### src/rtl/gelato_ram_arbiter.sv
// Round-robin arbiter sharing one RAM port among NUM_REQ requesters.
// One transaction in flight; responses are routed back to the owner.
// A stalled RAM is recovered with a timeout error response.
module gelato_ram_arbiter #(
  parameter int unsigned NUM_REQ    = 4,
  parameter int unsigned ADDR_WIDTH = 32,
  parameter int unsigned DATA_WIDTH = 32,
  parameter int unsigned TIMEOUT    = 255
) (
  input  logic                          clk,
  input  logic                          rst,
  input  logic                          rdy,
  input  logic [NUM_REQ-1:0]            req_valid,
  output logic [NUM_REQ-1:0]            req_ready,
  input  logic [NUM_REQ-1:0]            req_we,
  input  logic [NUM_REQ*ADDR_WIDTH-1:0] req_addr,
  input  logic [NUM_REQ*DATA_WIDTH-1:0] req_wdata,
  output logic [NUM_REQ-1:0]            rsp_valid,
  output logic                          rsp_err,
  output logic [DATA_WIDTH-1:0]         rsp_data,
  output logic                          ram_valid,
  input  logic                          ram_ready,
  output logic                          ram_we,
  output logic [ADDR_WIDTH-1:0]         ram_addr,
  output logic [DATA_WIDTH-1:0]         ram_wdata,
  input  logic                          ram_rsp_valid,
  input  logic [DATA_WIDTH-1:0]         ram_rsp_data,
  output logic                          busy
);

  localparam int unsigned OwnW = $clog2(NUM_REQ);
  localparam int unsigned TmrW = $clog2(TIMEOUT + 1);
  localparam logic [OwnW:0] NumReqW = (OwnW + 1)'(NUM_REQ);
  localparam logic [OwnW-1:0] LastIdx = OwnW'(NUM_REQ - 1);
  localparam logic [TmrW-1:0] TimeoutW = TmrW'(TIMEOUT);

  typedef enum logic [1:0] {StIdle, StIssue, StWait} state_e;

  state_e                state_q, state_d;
  logic [OwnW-1:0]       rr_ptr_q, rr_ptr_d;
  logic [OwnW-1:0]       owner_q, owner_d;
  logic [TmrW-1:0]       timer_q, timer_d;
  logic                  ram_valid_q, ram_valid_d;
  logic                  ram_we_q, ram_we_d;
  logic [ADDR_WIDTH-1:0] ram_addr_q, ram_addr_d;
  logic [DATA_WIDTH-1:0] ram_wdata_q, ram_wdata_d;
  logic [NUM_REQ-1:0]    rsp_valid_q, rsp_valid_d;
  logic                  rsp_err_q, rsp_err_d;
  logic [DATA_WIDTH-1:0] rsp_data_q, rsp_data_d;

  logic                  grant_valid;
  logic [OwnW-1:0]       grant_idx;
  logic [OwnW-1:0]       owner_next;

  // Round-robin search starting at rr_ptr, wrapping modulo NUM_REQ.
  always_comb begin
    logic [OwnW:0] sum;
    grant_valid = 1'b0;
    grant_idx   = '0;
    sum         = '0;
    for (int k = 0; k < NUM_REQ; k++) begin
      sum = {1'b0, rr_ptr_q} + (OwnW + 1)'(k);
      if (sum >= NumReqW) begin
        sum = sum - NumReqW;
      end
      if (!grant_valid && req_valid[sum[OwnW-1:0]]) begin
        grant_valid = 1'b1;
        grant_idx   = sum[OwnW-1:0];
      end
    end
  end

  assign owner_next = (owner_q == LastIdx) ? '0 : owner_q + OwnW'(1);

  // Next-state logic for the transaction FSM and its registered outputs.
  always_comb begin
    state_d     = state_q;
    rr_ptr_d    = rr_ptr_q;
    owner_d     = owner_q;
    timer_d     = timer_q;
    ram_valid_d = ram_valid_q;
    ram_we_d    = ram_we_q;
    ram_addr_d  = ram_addr_q;
    ram_wdata_d = ram_wdata_q;
    rsp_valid_d = '0;
    rsp_err_d   = 1'b0;
    rsp_data_d  = '0;
    unique case (state_q)
      StIdle: begin
        if (grant_valid) begin
          owner_d     = grant_idx;
          ram_valid_d = 1'b1;
          ram_we_d    = req_we[grant_idx];
          ram_addr_d  = req_addr[grant_idx*ADDR_WIDTH +: ADDR_WIDTH];
          ram_wdata_d = req_wdata[grant_idx*DATA_WIDTH +: DATA_WIDTH];
          state_d     = StIssue;
        end
      end
      StIssue: begin
        if (ram_ready) begin
          ram_valid_d = 1'b0;
          timer_d     = '0;
          state_d     = StWait;
        end
      end
      StWait: begin
        // A real response beats a coincident timeout.
        if (ram_rsp_valid) begin
          rsp_valid_d[owner_q] = 1'b1;
          rsp_data_d           = ram_we_q ? '0 : ram_rsp_data;
          rr_ptr_d             = owner_next;
          state_d              = StIdle;
        end else if (timer_q == TimeoutW) begin
          rsp_valid_d[owner_q] = 1'b1;
          rsp_err_d            = 1'b1;
          rr_ptr_d             = owner_next;
          state_d              = StIdle;
        end else begin
          timer_d = timer_q + TmrW'(1);
        end
      end
      default: state_d = StIdle;
    endcase
  end

  // Combinational one-hot accept, suppressed in reset and while frozen.
  always_comb begin
    req_ready = '0;
    if (state_q == StIdle && grant_valid && rdy && !rst) begin
      req_ready[grant_idx] = 1'b1;
    end
  end

  // State registers: synchronous reset, rdy gates every update.
  always_ff @(posedge clk) begin
    if (rst) begin
      state_q     <= StIdle;
      rr_ptr_q    <= '0;
      owner_q     <= '0;
      timer_q     <= '0;
      ram_valid_q <= 1'b0;
      ram_we_q    <= 1'b0;
      ram_addr_q  <= '0;
      ram_wdata_q <= '0;
      rsp_valid_q <= '0;
      rsp_err_q   <= 1'b0;
      rsp_data_q  <= '0;
    end else if (rdy) begin
      state_q     <= state_d;
      rr_ptr_q    <= rr_ptr_d;
      owner_q     <= owner_d;
      timer_q     <= timer_d;
      ram_valid_q <= ram_valid_d;
      ram_we_q    <= ram_we_d;
      ram_addr_q  <= ram_addr_d;
      ram_wdata_q <= ram_wdata_d;
      rsp_valid_q <= rsp_valid_d;
      rsp_err_q   <= rsp_err_d;
      rsp_data_q  <= rsp_data_d;
    end
  end

  assign ram_valid = ram_valid_q;
  assign ram_we    = ram_we_q;
  assign ram_addr  = ram_addr_q;
  assign ram_wdata = ram_wdata_q;
  assign rsp_valid = rsp_valid_q;
  assign rsp_err   = rsp_err_q;
  assign rsp_data  = rsp_data_q;
  assign busy      = (state_q != StIdle);

endmodule

### config.mk
export PLATFORM = sky130hd
export DESIGN_NAME = gelato_ram_arbiter
export DESIGN_NICKNAME = d
export VERILOG_FILES = /design/src/rtl/gelato_ram_arbiter.sv
export SDC_FILE = /design/constraint.sdc
export NUM_CORES = 1
export LEC_CHECK = 0
export ABC_AREA = 1
export CELL_PAD_IN_SITES_DETAIL_PLACEMENT = 0
export CELL_PAD_IN_SITES_GLOBAL_PLACEMENT = 1
export CORE_MARGIN = 5
export CORE_UTILIZATION = 27
export CTS_CLUSTER_SIZE = 28
export DETAILED_ROUTE_END_ITERATION = 10
export PLACE_DENSITY_LB_ADDON = 0.2
export SYNTH_ARGS = -nofsm -noshare
export SYNTH_HDL_FRONTEND = slang
export SYNTH_SLANG_ARGS = --single-unit
### constraint.sdc
create_clock -name clk -period 6.4 [get_ports clk]
set_clock_uncertainty 0.1 [all_clocks]
set_input_delay 1.92 -clock clk [delete_from_list [all_inputs] [get_ports clk]]
set_output_delay 1.92 -clock clk [all_outputs]
set_load 0.02 [all_outputs]
==> impl_metrics.env, run 1 <==
export IMPL_status="finished clean"
export IMPL_synth_top_cells_by_area="dfxtp_1, nand2_1, nand3_1, nor2_1, inv_1"
export IMPL_post_cts_repair_setup_buffers=0
export IMPL_largest_net_degree_at_the_start_of_global_routing=89
export IMPL_min_path_type="flop to flop"
export IMPL_dr_first_iter_drc_count=342
export IMPL_area_share_of_the_largest_cell_type_after_synthesis=0.330
export IMPL_power_density_nw_per_um2=227
export IMPL_totalNegativeSetupSlack_ps=0
export IMPL_number_of_antenna_violations_at_the_first_check_in_global_routing=3
export IMPL_rr_startpoint="rr_ptr_q[0]$_SDFFE_PP0P_"
export IMPL_hold_violation_count_in_the_final_report=0
export IMPL_route_top_layer_used="met5"
export IMPL_min_from="ram_valid$_SDFFE_PP0P_"
export IMPL_fin_util=0.461
export IMPL_drt_pre_antenna_iters=5
export IMPL_worstHoldPathCells=2
export IMPL_port_buffer_count=408
export IMPL_maxCapViolations=0
export IMPL_clock_latency_ps=410
export IMPL_tightestPinTransition_ps=1000
export IMPL_floorplan_initialDensity=0.273
export IMPL_tritoncts="built"
export IMPL_setup_viol=0
export IMPL_remaining_drc_errors=0
export IMPL_grt_ovfl_total=0
export IMPL_synth_seq_cells=117
export IMPL_timing_slew_headroom=0.331
export IMPL_synthCells=1205
export IMPL_grt_first_pass_wirelength_mm=47.4
export IMPL_clk_transition_reported_paths_ps=60
export IMPL_regToRegEndpoint="ram_addr[18]$_SDFFE_PP0P_"
export IMPL_route_antenna_remaining_nets=0
export IMPL_dieArea_sq_um=29600
export IMPL_area_growth_pct=69.0
export IMPL_timing_critical_path_slowest_stage_cell="clkdlybuf4s50_1"
export IMPL_unrepaired_setup_endpoints_after_global_routing="false"
export IMPL_cts_htree_levels=4
export IMPL_critical_path_n_buffers_inverters=4
export IMPL_critPathTopFamily="buffers and inverters"
export IMPL_wl_met3_mm=3.11
export IMPL_netlist_top_cell_by_area="dfxtp_1"
export IMPL_final_common_cell="nand2_1"
export IMPL_dieWidth_um=172
export IMPL_r2r_slack_ps=3000
export IMPL_final_cell_mix="nand2_1, clkdlybuf4s50_1, nand3_1, nor2_1, dfxtp_1"
export IMPL_pin_count=409
export IMPL_routabilityCongestion=0.798
export IMPL_clkSinkCount=117
export IMPL_yosys_cell_types_count=27
export IMPL_leakagePower_nw=5.37
export IMPL_nets=1867
export IMPL_post_route_period_util=0.968
export IMPL_critical_path_cell_chain="clkdlybuf4s50_1, inv_1, nand2_1, nand3_1, nand2_2, nor2_4, nand3b_1, nand3_1, inv_4, nand2_1, nor3_1, clkdlybuf4s50_1"
export IMPL_dp_hpwl_mm=23.3
export IMPL_critical_path_required_time_ps=4380
export IMPL_setup_worst_path_class="input pin to output port"
export IMPL_power_ir_vdd_worst_uv=160
export IMPL_clock_fmax_mhz=161
export IMPL_dr_wl_met2_mm=15.5
export IMPL_finalNonFillerCells=1911
export IMPL_placeableCoreArea_sq_um=26000
export IMPL_clock_root_buffer="clkbuf_16"
export IMPL_synth_warnings=0
export IMPL_mappedNetlistArea_sq_um=7090
export IMPL_chipHeight_um=172
export IMPL_vias_in_the_first_global_route=8410
export IMPL_power_total_mw=2.72
export IMPL_cts_root_to_sink_buffers=2
export IMPL_critical_path_max_stage_delay_ps=650
export IMPL_avg_wl_per_cell_um=16.6
export IMPL_dpl_cell_count=1877
export IMPL_worst_setup_path_end_kind="output port"
export IMPL_cts_buffers=17
export IMPL_track_usage=0.204
export IMPL_worstPathMaxFanout=4
export IMPL_synthesis_area_per_instance_sq_um=5.88
export IMPL_layout_drive_gt1_share=0.0381
export IMPL_fp_row_count=59
export IMPL_minimum_period_implied_by_the_final_worst_setup_slack_ps=6190
export IMPL_vias_per_cell=4.59
export IMPL_drt_wl_total_mm=31.8
export IMPL_syn_num_nets=1511
export IMPL_synth_seq_area_share=0.330
export IMPL_timing_max_transition_violations_final=0
export IMPL_holdPathEnd="ram_valid$_SDFFE_PP0P_"
export IMPL_worstRegToRegCells=12
export IMPL_wl_met1_mm=12.8
export IMPL_via_count=8762
export IMPL_fin_area_sq_um=12000
export IMPL_postCtsHoldBufs=0
export IMPL_area_after_dpl_sq_um=11300
export IMPL_cts_resized=0
export IMPL_start_kind="input pin"
export IMPL_arrival_time_at_the_worst_endpoint_ps=4170
## layer usage
metal,up-vias,global-route usage
met5,-,0
met1,3902,0.238
met4,2,0.0461
met2,284,0.356
met3,22,0.0748
li1,4552,-
## worst reg2reg max path, stage by stage (launching register included)
cell      delay, ps
dfxtp_1         570
inv_2           160
nand2_1         100
nand2_1         110
o21ai_1         220
nand3b_1        170
nand3_1         160
inv_4            80
buf_4           520
buf_4           740
nand3_1         240
nand2_1          90
inv_1            30
## final cells by class
class,count,area (sq um)
fillers,2801,14000
repair buffers,421,4180
multi-input cells,934,4110
flip-flops and latches,117,2340
clock buffers,19,443
well taps,335,419
inverters,70,265
clock inverters,13,220
diodes,2,5.00
## flip-flops by register name, indices dropped and copies added (netlist names)
signal     flops
owner_q        2
rsp_valid      4
timer_q        8
ram_addr      32
state_q        2
rsp_data      32
rr_ptr_q       2
ram_we         1
ram_wdata     32
ram_valid      1
rsp_err        1
## power by group
| part | internal [mW] | leakage (nW) | switching [mW] |
|---|---|---|---|
| clock | 0.708 | 0.322 | 0.372 |
| combinational | 0.386 | 4.09 | 0.441 |
| sequential | 0.785 | 0.958 | 0.0301 |
| total | 1.88 | 5.37 | 0.843 |
## cells in the mapped netlist
library cell  number
buf_1              2
nor4_1             1
o21ai_0           29
nand3_2            1
nand2_4            2
nor3_1             8
nor2_1           185
inv_1             66
nor2_2             3
a22oi_1           32
nand4_1            4
a211oi_1           2
dfxtp_1          117
clkbuf_1          35
buf_6              1
nand3b_1           1
o21ai_1            1
nand2_1          430
ha_1               5
buf_4             10
buf_2             36
nand3_1          207
xnor2_1            3
a21oi_1           17
nor2_4             1
inv_2              4
nand2_2            2
## how the worst max path moves through the flow
stage / start / cells after the start / slack, ps / to
2_1_floorplan: req_valid[3] / 12 / 890 / req_ready[0]
3_3_place_gp: req_valid[3] / 12 / 210 / req_ready[2]
3_5_place_dp: req_valid[1] / 12 / 180 / req_ready[2]
4_1_cts: req_valid[1] / 12 / 170 / req_ready[2]
5_1_grt: req_valid[1] / 12 / 4 / req_ready[2]
6_report: req_valid[1] / 12 / 210 / req_ready[2]
## logic make-up after synthesis
family	synth area share
xor gates and xnor gates	0.00371
buffers and inverters	0.0943
AOI/OAI and AO/OA	0.0692
DFF	0.330
adders and majority gates	0.00883
and+or+nand+nor	0.494
## metrics by stage
step / hold WS, ps / setup slack [ps]
floorplan: 362 / 893
global placement: 352 / 213
detailed placement: 357 / 178
CTS: 366 / 175
global route: 393 / 4.20
finish: 361 / 208
(Power assumes the default switching activity.)
==> run 2: changes to the inputs <==
--- a/config.mk
+++ b/config.mk
@@ -16,3 +16,4 @@
 export SYNTH_ARGS = -nofsm -noshare
 export SYNTH_HDL_FRONTEND = slang
 export SYNTH_SLANG_ARGS = --single-unit
+export TNS_END_PERCENT = 30
==> results of run 2 <==
Same layout as run 1: the final DEF is identical, and so are final timing and power.
==> run 3: changes to the inputs <==
--- a/config.mk
+++ b/config.mk
@@ -12,7 +12,7 @@
 export CORE_UTILIZATION = 27
 export CTS_CLUSTER_SIZE = 28
 export DETAILED_ROUTE_END_ITERATION = 10
-export PLACE_DENSITY_LB_ADDON = 0.2
+export PLACE_DENSITY = 0.95
 export SYNTH_ARGS = -nofsm -noshare
 export SYNTH_HDL_FRONTEND = slang
 export SYNTH_SLANG_ARGS = --single-unit
==> run 3 against run 2 <==
Sequential share of layout area about the same. Global-route usage decreased by 0.89 points. Design area down 0.12%. Via count increased by 3.2%. Die area is the same. Non-clock buffer count increased by 3. Largest power group unchanged. Fmax increased by 0.31%. Power decreased by 2.0%.
==> impl_metrics.env, run 3 (same netlist as run 1, synthesis figures left out) <==
export IMPL_cts_resized=0
export IMPL_route_antenna_remaining_nets=0
export IMPL_power_density_nw_per_um2=223
export IMPL_clk_transition_reported_paths_ps=60
export IMPL_totalNegativeSetupSlack_ps=0
export IMPL_clkSinkCount=117
export IMPL_placeableCoreArea_sq_um=26000
export IMPL_arrival_time_at_the_worst_endpoint_ps=4150
export IMPL_fin_util=0.460
export IMPL_worstPathMaxFanout=4
export IMPL_post_cts_repair_setup_buffers=0
export IMPL_timing_critical_path_slowest_stage_cell="clkdlybuf4s50_1"
export IMPL_dieWidth_um=172
export IMPL_critical_path_required_time_ps=4380
export IMPL_number_of_antenna_violations_at_the_first_check_in_global_routing=5
export IMPL_remaining_drc_errors=0
export IMPL_hold_violation_count_in_the_final_report=0
export IMPL_vias_per_cell=4.72
export IMPL_timing_max_transition_violations_final=0
export IMPL_final_cell_mix="nand2_1, clkdlybuf4s50_1, nand3_1, nor2_1, dfxtp_1"
export IMPL_min_path_type="flop to flop"
export IMPL_dpl_cell_count=1880
export IMPL_area_growth_pct=68.8
export IMPL_clock_latency_ps=410
export IMPL_critical_path_cell_chain="clkdlybuf4s50_1, inv_1, nand2_1, nand3_1, nand2_2, nor2_4, nand3b_1, nand3_1, inv_4, nand2_1, nor3_1, clkdlybuf4s50_1"
export IMPL_start_kind="input pin"
export IMPL_maxCapViolations=0
export IMPL_floorplan_initialDensity=0.273
export IMPL_cts_root_to_sink_buffers=2
export IMPL_grt_ovfl_total=0
export IMPL_unrepaired_setup_endpoints_after_global_routing="false"
export IMPL_port_buffer_count=408
export IMPL_dp_hpwl_mm=22.9
export IMPL_via_count=9045
export IMPL_cts_htree_levels=4
export IMPL_chipHeight_um=172
export IMPL_minimum_period_implied_by_the_final_worst_setup_slack_ps=6170
export IMPL_tritoncts="built"
export IMPL_post_route_period_util=0.965
export IMPL_pin_count=409
export IMPL_drt_wl_total_mm=30.9
export IMPL_clock_fmax_mhz=162
export IMPL_postCtsHoldBufs=0
export IMPL_vias_in_the_first_global_route=8625
export IMPL_track_usage=0.195
export IMPL_worst_setup_path_end_kind="output port"
export IMPL_final_common_cell="nand2_1"
export IMPL_routabilityCongestion=0.882
export IMPL_cts_buffers=17
export IMPL_clock_root_buffer="clkbuf_16"
export IMPL_fp_row_count=59
export IMPL_drt_pre_antenna_iters=6
export IMPL_grt_first_pass_wirelength_mm=45.6
export IMPL_avg_wl_per_cell_um=16.1
export IMPL_timing_slew_headroom=0.297
export IMPL_finalNonFillerCells=1915
export IMPL_setup_worst_path_class="input pin to output port"
export IMPL_dieArea_sq_um=29600
export IMPL_largest_net_degree_at_the_start_of_global_routing=86
export IMPL_power_ir_vdd_worst_uv=130
export IMPL_critical_path_max_stage_delay_ps=640
export IMPL_nets=1870
export IMPL_leakagePower_nw=5.36
export IMPL_setup_viol=0
export IMPL_layout_drive_gt1_share=0.0406
export IMPL_status="finished clean"
export IMPL_dr_first_iter_drc_count=459
export IMPL_power_total_mw=2.67
export IMPL_timing_final_ws_setup_ps=227
export IMPL_tightestPinTransition_ps=1050
export IMPL_place_worst_setup_slack_ps=220
## run 3: changes by cell type in the layout (fill, tap and decap cells not counted), sizes merged
cell / delta
buf: +3
bufinv: -2
clkinvlp: +2
clkinv: -1
diode: +1
inv: +1
## run 3: metal layers
metal,vias up,global-route usage,routed length [um]
met5,-,0,13
met4,2,0.0707,808
met3,33,0.0748,3230
met2,366,0.344,15100
li1,4559,-,-
met1,4085,0.212,11700
## run 3: area by class of cell
cell class                      count  area [sq um]
Antenna cell                        3          7.51
Clock buffer                       19           453
Clock inverter                     13           171
Fill cell                        2693         14000
Inverter                           70           265
Multi-Input combinational cell    934          4110
Sequential cell                   117          2340
Tap cell                          335           419
Timing Repair Buffer              424          4200
## run 3: path summary, 6_finish.rpt
path	slack, ps	end	startpoint	depth (start not counted)
max	230	req_ready[0]	req_valid[1]	12
min	370	ram_valid$_SDFFE_PP0P_	ram_valid$_SDFFE_PP0P_	2
min reg2reg	370	ram_valid$_SDFFE_PP0P_	ram_valid$_SDFFE_PP0P_	2
max reg2reg	2940	ram_addr[26]$_SDFFE_PP0P_	rr_ptr_q[0]$_SDFFE_PP0P_	12
## run 3: per-stage QoR
step | instance area (sq um) | hold WS (ps)
after floorplan | 7090 | 362
after global placement | 11300 | 347
after detailed placement | 11300 | 356
after CTS | 12000 | 365
after global routing | 12000 | 380
final | 12000 | 369
## run 3: power breakdown
part | leakage [nW] | internal [mW] | total, mW | switching (mW)
Clock | 0.301 | 0.639 | 1.02 | 0.385
Sequential | 0.958 | 0.784 | 0.816 | 0.0312
Combinational | 4.10 | 0.387 | 0.826 | 0.439
## run 3: worst max-delay path, delay by kind of cell
kind | cells | cell delay (ps)
and+or+nand+nor | 8 | 960
buffers and inverters | 4 | 1260
